$ cat src/rtl/fft_pkg.sv
// -----------------------------------------------------------------------------
// fft_pkg
// Shared definitions for the 8-point FFT datapath: frame size, sample width,
// the Q1.15 sample type and an index bit-reversal helper. Used by both the
// frame loader and the FFT core.
// No ports (package).
// -----------------------------------------------------------------------------
package fft_pkg;

    localparam int FFT_N        = 8;
    localparam int FFT_LOG2N    = $clog2(FFT_N);
    localparam int FFT_IN_WIDTH = 16;

    // Q1.15 two's-complement sample.
    typedef logic signed [FFT_IN_WIDTH-1:0] sample_t;

    // Reverse the low 'bits' bits of 'idx'.
    function automatic int bitrev(input int idx, input int bits);
        int r;
        r = 0;
        for (int b = 0; b < bits; b++) begin
            r = (r << 1) | ((idx >> b) & 1);
        end
        return r;
    endfunction

endpackage

$ cat src/rtl/fft_pingpong_ctrl.sv
// -----------------------------------------------------------------------------
// fft_pingpong_ctrl
// Bank bookkeeping for the two-bank ping-pong frame buffer. Tracks which banks
// hold a complete frame, which bank is being filled and at which index, and
// which bank is presented to the consumer.
// Ports:
//   clk_i, rst_i        clock, asynchronous active-high reset
//   s_valid_i, flush_i  upstream sample valid, discard of the partial bank
//   frame_ready_i       consumer takes the presented frame
//   s_ready_o           a sample can be accepted (decoded from flops only)
//   frame_valid_o       the read bank holds a complete frame
//   accept              write strobe for the sample at (wr_bank, wr_idx)
//   wr_bank, wr_idx     bank and index receiving the next sample
//   rd_bank             bank presented to the consumer
// -----------------------------------------------------------------------------
module fft_pingpong_ctrl #(
    parameter int N     = 8,
    parameter int LOG2N = $clog2(N)
) (
    input  logic             clk_i,
    input  logic             rst_i,
    input  logic             s_valid_i,
    input  logic             flush_i,
    input  logic             frame_ready_i,
    output logic             s_ready_o,
    output logic             frame_valid_o,
    output logic             accept,
    output logic             wr_bank,
    output logic [LOG2N-1:0] wr_idx,
    output logic             rd_bank
);

    logic [1:0] full;
    logic [1:0] full_next;
    logic       complete;
    logic       consume;

    assign s_ready_o     = !full[wr_bank];
    assign frame_valid_o = full[rd_bank];

    // A flush wins over a sample offered in the same cycle.
    assign accept   = s_valid_i && s_ready_o && !flush_i;
    assign complete = accept && (wr_idx == LOG2N'(N - 1));
    assign consume  = frame_valid_o && frame_ready_i;

    // Completion and consume never target the same bank: a completion needs
    // the write bank empty, a consume needs the read bank full.
    always_comb begin
        // NOTE: default assignment first so every path drives full_next; no latch.
        full_next = full;
        if (consume) begin
            full_next[rd_bank] = 1'b0;
        end
        if (complete) begin
            full_next[wr_bank] = 1'b1;
        end
    end

    always_ff @(posedge clk_i or posedge rst_i) begin
        if (rst_i) begin
            full    <= '0;
            wr_bank <= 1'b0;
            rd_bank <= 1'b0;
            wr_idx  <= '0;
        end else begin
            // NOTE: non-blocking assignments so all state updates see pre-edge values.
            full <= full_next;
            if (consume) begin
                rd_bank <= !rd_bank;
            end
            if (flush_i) begin
                wr_idx <= '0;
            end else if (accept) begin
                wr_idx <= complete ? '0 : wr_idx + 1'b1;
            end
            if (complete) begin
                wr_bank <= !wr_bank;
            end
        end
    end

endmodule

$ cat src/rtl/fft_frame_loader.sv
// -----------------------------------------------------------------------------
// fft_frame_loader
// Serial-to-parallel front end for the FFT core. Samples arrive one per
// handshake and are gathered into N-sample frames in a two-bank ping-pong
// buffer; each complete frame is presented in parallel with valid/ready.
// Configuration macro: FFT_BITREV_EN -- when defined, sample i is stored in
// slot bitrev(i) so frame_o is in bit-reversed order; otherwise natural order.
// Ports:
//   clk_i, rst_i               clock, asynchronous active-high reset
//   s_valid_i, s_data_i        upstream sample stream
//   s_ready_o                  loader can accept a sample
//   flush_i                    drop the partially filled bank
//   frame_valid_o, frame_ready_i  frame handshake
//   frame_o                    parallel frame, slot 0 first
//   overflow_o                 sticky: a sample was offered while not ready
// -----------------------------------------------------------------------------
module fft_frame_loader
    import fft_pkg::*;
#(
    parameter int N          = FFT_N,
    parameter int DATA_WIDTH = FFT_IN_WIDTH
) (
    input  logic                             clk_i,
    input  logic                             rst_i,
    input  logic                             s_valid_i,
    input  logic [DATA_WIDTH-1:0]            s_data_i,
    output logic                             s_ready_o,
    input  logic                             flush_i,
    output logic                             frame_valid_o,
    input  logic                             frame_ready_i,
    output logic [0:N-1][DATA_WIDTH-1:0]     frame_o,
    output logic                             overflow_o
);

    localparam int LOG2N = $clog2(N);

    logic [DATA_WIDTH-1:0] bank [0:1][0:N-1];

    logic             accept;
    logic             wr_bank;
    logic             rd_bank;
    logic [LOG2N-1:0] wr_idx;
    logic [LOG2N-1:0] wr_slot;

    fft_pingpong_ctrl #(
        .N     (N),
        .LOG2N (LOG2N)
    ) u_ctrl (
        .clk_i         (clk_i),
        .rst_i         (rst_i),
        .s_valid_i     (s_valid_i),
        .flush_i       (flush_i),
        .frame_ready_i (frame_ready_i),
        .s_ready_o     (s_ready_o),
        .frame_valid_o (frame_valid_o),
        .accept        (accept),
        .wr_bank       (wr_bank),
        .wr_idx        (wr_idx),
        .rd_bank       (rd_bank)
    );

`ifdef FFT_BITREV_EN
    assign wr_slot = LOG2N'(bitrev(int'(wr_idx), LOG2N));
`else
    assign wr_slot = wr_idx;
`endif

    always_ff @(posedge clk_i or posedge rst_i) begin
        if (rst_i) begin
            // NOTE: the banks feed frame_o directly, so they are reset to give an all-zero frame.
            for (int b = 0; b < 2; b++) begin
                for (int s = 0; s < N; s++) begin
                    bank[b][s] <= '0;
                end
            end
        end else if (accept) begin
            bank[wr_bank][wr_slot] <= s_data_i;
        end
    end

    always_ff @(posedge clk_i or posedge rst_i) begin
        if (rst_i) begin
            overflow_o <= 1'b0;
        end else if (s_valid_i && !s_ready_o) begin
            overflow_o <= 1'b1;
        end
    end

    always_comb begin
        for (int s = 0; s < N; s++) begin
            frame_o[s] = bank[rd_bank][s];
        end
    end

endmodule

$ cat config.mk
export PLATFORM = sky130hd
export DESIGN_NAME = fft_frame_loader
export DESIGN_NICKNAME = d
export VERILOG_FILES = /design/src/rtl/fft_pkg.sv /design/src/rtl/fft_pingpong_ctrl.sv /design/src/rtl/fft_frame_loader.sv
export SDC_FILE = /design/constraint.sdc
export NUM_CORES = 1
export LEC_CHECK = 0
export CAP_MARGIN = 30
export CORE_AREA = 5 5 160 200
export CTS_CLUSTER_SIZE = 14
export DETAILED_ROUTE_END_ITERATION = 10
export DIE_AREA = 0 0 165 205
export GPL_TIMING_DRIVEN = 0
export SLEW_MARGIN = 20
export SYNTH_ARGS = -nofsm -noshare
export SYNTH_HDL_FRONTEND = slang
export SYNTH_SLANG_ARGS = --single-unit
export TNS_END_PERCENT = 50
$ cat constraint.sdc
create_clock -name clk_i -period 10.3 [get_ports clk_i]
set_clock_uncertainty 0.15 [all_clocks]
set_input_delay 1.03 -clock clk_i [delete_from_list [all_inputs] [get_ports clk_i]]
set_output_delay 1.03 -clock clk_i [all_outputs]
set_load 0.1 [all_outputs]
; ---- Yosys cells after proc, flatten, opt, wreduce, memory -nomap -nowiden
; Index checks and enable logic that the tools add are counted.
[totals]
rom_bits = 0
output_inout_bits = 131
mem_bits_rw = 0
wordCells = 73
mem_count = 0
latchBits = 0
ff_bits = 264
in_bits = 21
[op_classes]
n_div = 0
n_reduce_logical = 14
n_mux = 21
order_cmp = 9
shift = 0
addsub = 1
bitwise = 6
n_eq_ne = 1
n_mul = 0
[op_table]
columns = cell, count
row1 = $mux W128, 4
row2 = $bwmux W256, 1
row3 = $demux W128 S1, 1
row4 = $demux W16 S3, 1
row5 = $mux W16, 1
row6 = $logic_and A1 B1 Y1, 9
row7 = $mux W3, 3
row8 = $mux W1, 6
row9 = $ge A2 B2 Y1 const B, 2
row10 = $ge A4 B4 Y1 const B, 1
row11 = $logic_not A1 Y1, 4
row12 = $lt A1 B2 Y1 const B, 2
row13 = $lt A4 B1 Y1 const B, 1
row14 = $mux W2, 2
row15 = $not A1 Y2, 2
row16 = $not A3 Y4, 1
row17 = $add A3 B1 Y3 const B, 1
row18 = $eq A3 B3 Y1 const B, 1
row19 = $and A2 B2 Y2, 1
row20 = $demux W1 S1, 2
row21 = $ge A1 B1 Y1 const B, 2
row22 = $lt A2 B1 Y1 const B, 1
row23 = $not A2 Y2, 1
row24 = $or A2 B2 Y2, 1
row25 = $reduce_bool A2 Y1, 1

; ---- Depth between registers and ports, before layout
; Gate-level depths: netlist of the first run.
[logic_depth]
word_depth = 9
ltp_mapped = 6
ltp_nobuf = 5

; ---- By module
; Synthesis of the first run repeated with hierarchy kept, for this count alone.
[unflattened]
hier_cells = 752
hier_area_um2 = 11586.1
[by_module_without_submodules]
columns = module, cells_per_inst, seq_area_each_um2, n_inst, area_each_um2
row1 = fft_frame_loader, 719, 6431.2, 1, 11223.3
row2 = fft_pingpong_ctrl, 33, 175.2, 1, 362.8

; ---- Worst setup path after synthesis of the first run
; OpenSTA, ideal clock, no wires.
[synth_path]
path_type = register -> output
startpoint = reg u_ctrl.rd_bank
endpoint = out frame_o[100] in the netlist's numbering
path_buffers = 3
setup_slack_ns = 7.535
required_ns = 9.120
path_stages_with_launch = 5
t_arrival_ns = 1.585
path_cell_list = dfrtp_1 > clkbuf_1 > clkbuf_1 > buf_2 > mux2_2
[synth_lines]
columns = element, line
row1 = from (decl), fft_pingpong_ctrl.sv:30  ; output logic rd_bank
row2 = from (signal assigned), fft_pingpong_ctrl.sv:69  ; rd_bank <= !rd_bank;
row3 = to (decl), fft_frame_loader.sv:31  ; output logic [0:N-1][DATA_WIDTH-1:0] frame_o,

==> results.toml, run 1 <==
[clock_network]
cts_max_level = 1
cts_root_buffer = "clkbuf_16"
cts_tree = "yes"
cts_sinks = 264
cts.repair_timing.setup_buffer_count = 0
cts_resized = 0
cts_made_buffers = 28
clockBufferDepth = 3
clk_latency_ps = 530
clkTransAtPathRegs_ps = 60
hold_buffers = 0

[timing]
setup_slack_ps = 5637
clock.fmax_mhz = 214.5
rsz0062_at_grt = "false"
setup_viol = 0
period_share_pct = 45.27
report.final.slew_viol_count = 0
final_hold_viol_count = 0
holdWs_ps = 302.7
relSlewSlack_pct = 33.40
fin_tns_setup_ps = 0
period_needed_ps = 4663
tightest_slew_ps = 995.9

[detailed_routing]
drt_first_pass_iters = 4
wl_per_cell_um = 21.02
vias = 6737
drt_wl_total_um = 28600
drtAntennaViolNets = 0
drc = 0
drt_iter0_drc = 191
avgViaCountPerCell = 4.950

[logic_synthesis]
ys_seq_area_share_pct = 56.26
yosysWarnings = 0
ys_ff_latch = 264
syn_area_per_cell_sq_um = 15.49
synth_cell_types = 28
yosysTopAreaCell = "dfrtp_1"
yosysTopAreaCellShare_pct = 56.26
synth_nets = 781
postSynthCellCount = 758
syn_area_sq_um = 11740
synthTopCellsByArea = "dfrtp_1 56%, mux2_2 37%, clkbuf_1 0.77%"

[global_route]
grt_pass1_vias = 7303
grt_max_degree = 101
grt_pass1_wl_um = 44480
antenna_found_initial = 0
grt.total_usage_pct = 17.15
grt_overflow = 0

[critical_path]
crit_required_ps = 9120
start_kind = "register"
critPathKind = "register to output pin"
cp_max_fo = 10
worstSetupEndpointType = "output pin"
worst_ep_arrival_time_ps = 3480

[floorplan]
die_h_um = 205
rows = 71
fp.dieArea_sq_um = 33830
pin_count = 152
start_util_pct = 39.34
die_w_um = 165
coreArea_sq_um = 29850

[cells_and_area]
final_common_cell = "mux2_2"
seqCellArea_sq_um = 6606
final_cell_mix = "385 x mux2_2, 264 x dfrtp_1, 150 x clkdlybuf4s50_1"
postLayoutCellArea_sq_um = 14770
fillers = 2709
drive_above_1_share_pct = 50.52
final_cells = 1361
layout.nets = 963
multi_input_area_sq_um = 4818
num_antenna_cells = 0
area_growth_pct = 25.82

[hold_path]
hold_path.class = "register to register"

[flow_run]
drv_cap = 0

[status]
status = "completed"

[placement]
dp_slack_ps = 6160
numPlacedInstances = 1311
port_buffers = 150
hpwlAfterDp_um = 20080
place_area_sq_um = 13810
gp_congestion = 0.7868

[power]
p_leak_nw = 7.035
pwr_density_cell_nw_per_um2 = 211.0
ir_worst_vdd_uv = 153.5
report_power, final:
part | switching (mW) | internal, mW | leakage [nW]
clock | 0.400 | 0.648 | 0.478
sequential | 0.0342 | 1.11 | 3.58
combinational | 0.678 | 0.246 | 2.98
metal layers:
layer,global-route usage (%),wire (um),vias up
li1,-,-,3089
met1,23.30,12590,3497
met2,29.39,14590,126
met3,2.556,1057,25
met4,3.180,369,0
met5,0,0,-
flip-flops by register name, indices dropped and copies added (netlist names):
register        flops
bank              256
overflow_o          1
u_ctrl.full         2
u_ctrl.rd_bank      1
u_ctrl.wr_bank      1
u_ctrl.wr_idx       3
cell type report:
cell class | count | share of cell area [%]
flip-flops and latches | 264 | 44.72
multi-input cells | 436 | 32.61
repair buffers | 152 | 10.54
clock buffers | 41 | 5.556
well taps | 401 | 3.396
plain buffers | 54 | 2.049
clock inverters | 9 | 0.9824
inverters | 4 | 0.1524
worst max-delay path: stages, from the launching register on:
cell and delay [ps]:
dfrtp_1 330, clkbuf_1 260, clkbuf_1 520, buf_2 430, mux2_2 270, clkdlybuf4s50_1 1140
Yosys cell counts:
| library cell | n |
|---|---|
| a21o_1 | 1 |
| a21oi_1 | 4 |
| a31oi_1 | 1 |
| and3b_1 | 1 |
| and4bb_2 | 2 |
| buf_2 | 14 |
| buf_4 | 10 |
| buf_6 | 6 |
| clkbuf_1 | 24 |
| dfrtp_1 | 264 |
| ha_1 | 2 |
| inv_1 | 4 |
| mux2_1 | 1 |
| mux2_2 | 385 |
| nand2_1 | 3 |
| nand2_2 | 12 |
| nand2b_1 | 1 |
| nand3b_1 | 1 |
| nand4_4 | 2 |
| nand4b_1 | 2 |
| nand4b_2 | 1 |
| nor2_1 | 3 |
| nor3b_2 | 1 |
| nor4_4 | 3 |
| nor4b_4 | 3 |
| o21ai_0 | 4 |
| o22a_1 | 2 |
| or4_1 | 1 |
path summary, 6_finish.rpt:
path / depth (start not counted) / slack, ps / end / startpoint
max: 5 / 5640 / frame_o[63] / u_ctrl.rd_bank$_DFFE_PP0N_
min: 1 / 300 / overflow_o$_DFFE_PP0P_ / overflow_o$_DFFE_PP0P_
max reg2reg: 4 / 8040 / bank[1]$_DFFE_PP0P_ / u_ctrl.full[1]$_DFF_PP0_
min reg2reg: 1 / 300 / overflow_o$_DFFE_PP0P_ / overflow_o$_DFFE_PP0P_
max in group asynchronous: 3 / 8220 / bank[149]$_DFFE_PP0P_ / rst_i
min in group asynchronous: 2 / 870 / bank[90]$_DFFE_PP0P_ / rst_i
cell families (layout without fill, tap and decap cells):
group,Yosys count,count (layout),share of synthesized area (%)
AO/OA/AOI/OAI,12,12,0.6075
adder cells (fa/ha/maj),2,2,0.2131
buffers and inverters,58,260,2.706
flip-flops,264,264,56.26
multiplexers,386,386,37.02
AND/OR/NAND/NOR,36,36,3.197
per-stage QoR:
| step | util [%] | power (mW) |
|---|---|---|
| after global routing | 49.50 | 3.234 |
| after floorplan | - | 1.896 |
| after global placement | 46.05 | 2.092 |
| after CTS | 49.50 | 3.161 |
| after detailed placement | 46.26 | 2.097 |
| final | 49.50 | 3.118 |
Note: power is estimated with default switching activity, not from simulation.
==> run 2: changes to the inputs <==
- clock period: 10.3 -> 3.9 ns (I/O delays scaled with it)
==> results.toml, run 2 (same netlist as run 1, synthesis figures left out) <==
[hold_path]
hold_path.class = "input pin to asynchronous set/reset pin"

[cells_and_area]
drive_above_1_share_pct = 50.98
final_cells = 1370
layout.nets = 971
area_growth_pct = 26.45
num_antenna_cells = 0
largest_reg_flops = 256
postLayoutCellArea_sq_um = 14850
regMostFlops = "bank"
final_cell_mix = "385 x mux2_2, 264 x dfrtp_1, 64 x dlygate4sd2_1"
reg.largest.list = "bank x256, u_ctrl.wr_idx x3, u_ctrl.full x2"
final_common_cell = "mux2_2"

[critical_path]
start_kind = "register"
critPathKind = "register to output pin"
path_cells = "clkbuf_1 -> clkbuf_1 -> mux2_2 -> clkdlybuf4s50_1"
crit_required_ps = 3360
worstSetupEndpointType = "output pin"
path_buf_inv = 3
crit_top_cell = "clkbuf_1"
cp_max_fo = 10
cpMaxStageDelayCell = "clkdlybuf4s50_1"
rrSetupSlack_ps = 1620
critPathMaxStageDelay_ps = 1130
worst_ep_arrival_time_ps = 3190
path_delay_family = "buffers and inverters"

[timing]
setup_viol = 0
tightest_slew_ps = 990.4
holdWs_ps = 80.12
period_share_pct = 95.62
relSlewSlack_pct = 33.86
clock.fmax_mhz = 268.1
final_hold_viol_count = 0
period_needed_ps = 3729
rsz0062_at_grt = "true"
report.final.slew_viol_count = 0

[power]
power_mw = 8.036
pwr_density_cell_nw_per_um2 = 541.2
p_leak_nw = 7.689
ir_worst_vdd_uv = 350.2

[detailed_routing]
vias = 6838
drc = 0
wl_per_cell_um = 21.00
drt_wl_total_um = 28770
drtAntennaViolNets = 0
drt_first_pass_iters = 4
drt_iter0_drc = 237
avgViaCountPerCell = 4.991

[clock_network]
clkTransAtPathRegs_ps = 60
clk_latency_ps = 530
cts_sinks = 264
cts.repair_timing.setup_buffer_count = 0
cts_tree = "yes"
clockBufferDepth = 3
cts_max_level = 1
cts_root_buffer = "clkbuf_16"
cts_made_buffers = 28

[floorplan]
coreArea_sq_um = 29850
pin_count = 152
rows = 71
die_w_um = 165
start_util_pct = 39.34
die_h_um = 205
fp.dieArea_sq_um = 33830

[placement]
hpwlAfterDp_um = 20820
gp_congestion = 0.7862
numPlacedInstances = 1318
port_buffers = 150
place_area_sq_um = 13940

[flow_run]
drv_cap = 0

[global_route]
grt_pass1_wl_um = 45080
grt_max_degree = 34
antenna_found_initial = 0
grt_pass1_vias = 7444
grt.total_usage_pct = 17.36
grt_overflow = 0

[status]
status = "completed"
## run 2: stage by stage
step	setup slack, ps	utilization (%)	setup TNS [ps]
4_1_cts	30.62	49.59	0
6_report	170.7	49.74	0
5_1_grt	-15.33	49.74	-67.16
2_1_floorplan	-123.5	-	-32610
3_5_place_dp	401.4	46.69	0
3_3_place_gp	-2233	46.06	-585300
## run 2: final timing paths
kind,startpoint,to,cells past startpoint
worst max-delay path,u_ctrl.rd_bank$_DFFE_PP0N_,frame_o[18],4
worst min-delay path,rst_i,bank[141]$_DFFE_PP0P_,2
worst max register to register,u_ctrl.full[1]$_DFF_PP0_,bank[18]$_DFFE_PP0P_,4
worst min register to register,overflow_o$_DFFE_PP0P_,overflow_o$_DFFE_PP0P_,1
max in group asynchronous,rst_i,bank[55]$_DFFE_PP0P_,6
min in group clk_i,overflow_o$_DFFE_PP0P_,overflow_o$_DFFE_PP0P_,1
## run 2: layout make-up
cell class / count / area [sq um]
Timing Repair Buffer: 160 / 1664
Tap cell: 401 / 501.7
Clock inverter: 5 / 56.30
Inverter: 4 / 18.77
Fill cell: 2702 / 15000
Clock buffer: 46 / 879.6
Multi-Input combinational cell: 436 / 4818
Sequential cell: 264 / 6606
Buffer: 54 / 302.8
## run 2: repair_timing
action | CTS | global route
endpoints found under the setup margin | 66 | 31
hold buffers | 1 | 0
hold endpoints to repair | 3 | 0
resized for setup | 66 | 26
## run 2: layer usage
layer | track usage [%] | wire length (um) | vias up
met4 | 3.952 | 555 | 0
li1 | - | - | 3104
met1 | 23.43 | 12510 | 3570
met2 | 29.77 | 14690 | 130
met3 | 2.314 | 1011 | 34
met5 | 0 | 0 | -
## run 2: report_power, final
group | total [mW] | internal, mW | switching [mW]
clock network | 2.67 | 1.60 | 1.07
logic | 2.34 | 0.554 | 1.79
registers | 3.02 | 2.93 | 0.0893
total | 8.04 | 5.09 | 2.95
==> run 3: changes to the inputs <==
- ABC_CLOCK_PERIOD_IN_PS: unset -> 3900
- CAP_MARGIN: 30 -> unset
- TNS_END_PERCENT: 50 -> 20
==> results.toml, run 3 (same netlist as run 1, synthesis figures left out) <==
[critical_path]
startpoint = "u_ctrl.rd_bank$_DFFE_PP0N_"
critPathCapture = "frame_o[63]"
r2r-end = "bank[18]$_DFFE_PP0P_"
crit_required_ps = 3360
rrSetupSlack_ps = 1610
worstSetupEndpointType = "output pin"
r2r_start = "u_ctrl.full[1]$_DFF_PP0_"
cp_max_fo = 10
start_kind = "register"
reg2reg_depth = 4
worst_ep_arrival_time_ps = 3200
critPathKind = "register to output pin"

[floorplan]
start_util_pct = 39.34
fp.dieArea_sq_um = 33830
pin_count = 152
die_w_um = 165
die_h_um = 205
coreArea_sq_um = 29850
rows = 71

[placement]
place_area_sq_um = 13940
port_buffers = 150
gp_congestion = 0.7862
hpwlAfterDp_um = 20820

[timing]
period_share_pct = 95.86
rsz0062_at_grt = "true"
clock.fmax_mhz = 267.5
fin_tns_setup_ps = 0
report.final.slew_viol_count = 0
final_hold_viol_count = 0
tightest_slew_ps = 990.4
setup_viol = 0
period_needed_ps = 3739
relSlewSlack_pct = 33.86

[global_route]
grt_pass1_vias = 7442
grt.total_usage_pct = 17.37
grt_overflow = 0
antenna_found_initial = 0
grt_pass1_wl_um = 45090
grt_max_degree = 34

[clock_network]
clkTransAtPathRegs_ps = 60
clk_latency_ps = 530
cts_sinks = 264
clockBufferDepth = 3
cts_max_level = 1
cts.repair_timing.setup_buffer_count = 0
cts_tree = "yes"
cts_made_buffers = 28
cts_root_buffer = "clkbuf_16"

[cells_and_area]
multi_input_area_sq_um = 4818
postLayoutCellArea_sq_um = 14860
num_antenna_cells = 0
drive_above_1_share_pct = 50.77
fillers = 2704
area_growth_pct = 26.51
reg.largest.list = "bank x256, u_ctrl.wr_idx x3, u_ctrl.full x2"
regMostFlops = "bank"
final_common_cell = "mux2_2"
seqCellArea_sq_um = 6606
largest_reg_flops = 256
finalCoreUtilization_pct = 49.77
layout.nets = 971
final_cell_mix = "385 x mux2_2, 264 x dfrtp_1, 66 x dlygate4sd2_1"

[power]
p_leak_nw = 7.696
ir_worst_vdd_uv = 350.2
pwr_density_cell_nw_per_um2 = 541.1
power_mw = 8.038

[detailed_routing]
drt_wl_total_um = 28790
wl_per_cell_um = 21.01
drtAntennaViolNets = 0
drc = 0
vias = 6845
drt_first_pass_iters = 4
drt_iter0_drc = 271
avgViaCountPerCell = 4.996

[flow_run]
drv_cap = 0

[status]
status = "completed"

[hold_path]
hold_path.class = "input pin to asynchronous set/reset pin"
-- run 3: timing repair --
| action | 4_1_cts | 5_1_grt |
|---|---|---|
| resized for setup | 66 | 22 |
| gates cloned | 0 | 0 |
| hold buffers | 1 | 0 |
| endpoints found under the setup margin | 66 | 31 |
| endpoints found under the hold margin | 3 | 0 |
-- run 3: final cells by class --
type                       instances  area share [%]
tap                              401           3.377
buffer                            54           2.038
clock buffer                      46           5.921
timing repair buffer             160           11.25
sequential                       264           44.47
inverter                           4          0.1263
multi-input combinational        436           32.43
clock inverter                     5          0.3790
-- run 3: layer usage --
metal  routed length [um]  track usage [%]
met5                    0                0
met3                 1017            2.314
met1                12510            23.45
met4                  558            3.952
met2                14700            29.77
-- run 3: through the flow --
step | worst slack (ps) | hold slack, ps | cells
5_1_grt | -24.27 | 103.0 | 1370
3_5_place_dp | 401.4 | 305.6 | 1318
4_1_cts | 30.62 | 76.04 | 1370
3_3_place_gp | -2233 | 289.8 | 1309
6_report | 161.4 | 78.98 | 1370
2_1_floorplan | -123.5 | 308.5 | 758
-- run 3: where the power goes --
| part | internal (mW) | switching [mW] | total, mW |
|---|---|---|---|
| Sequential | 2.93 | 0.0893 | 3.02 |
| Clock | 1.60 | 1.07 | 2.67 |
| Combinational | 0.555 | 1.79 | 2.34 |
| Total | 5.09 | 2.95 | 8.04 |
-- run 3: worst min-delay path by stage --
stage          slack [ps]              startpoint                endpoint
4_1_cts                80                   rst_i    bank[45]$_DFFE_PP0P_
5_1_grt               100                   rst_i    bank[45]$_DFFE_PP0P_
6_report               80                   rst_i   bank[141]$_DFFE_PP0P_
3_3_place_gp          290  overflow_o$_DFFE_PP0P_  overflow_o$_DFFE_PP0P_
2_1_floorplan         310    bank[55]$_DFFE_PP0P_    bank[55]$_DFFE_PP0P_
3_5_place_dp          310  overflow_o$_DFFE_PP0P_  overflow_o$_DFFE_PP0P_
-- run 3: critical path, stage by stage (launching register included) --
cell and delay [ps]:
dfrtp_1 320, clkbuf_1 270, clkbuf_1 530, buf_2 430, mux2_2 260, dlygate4sd2_1 860
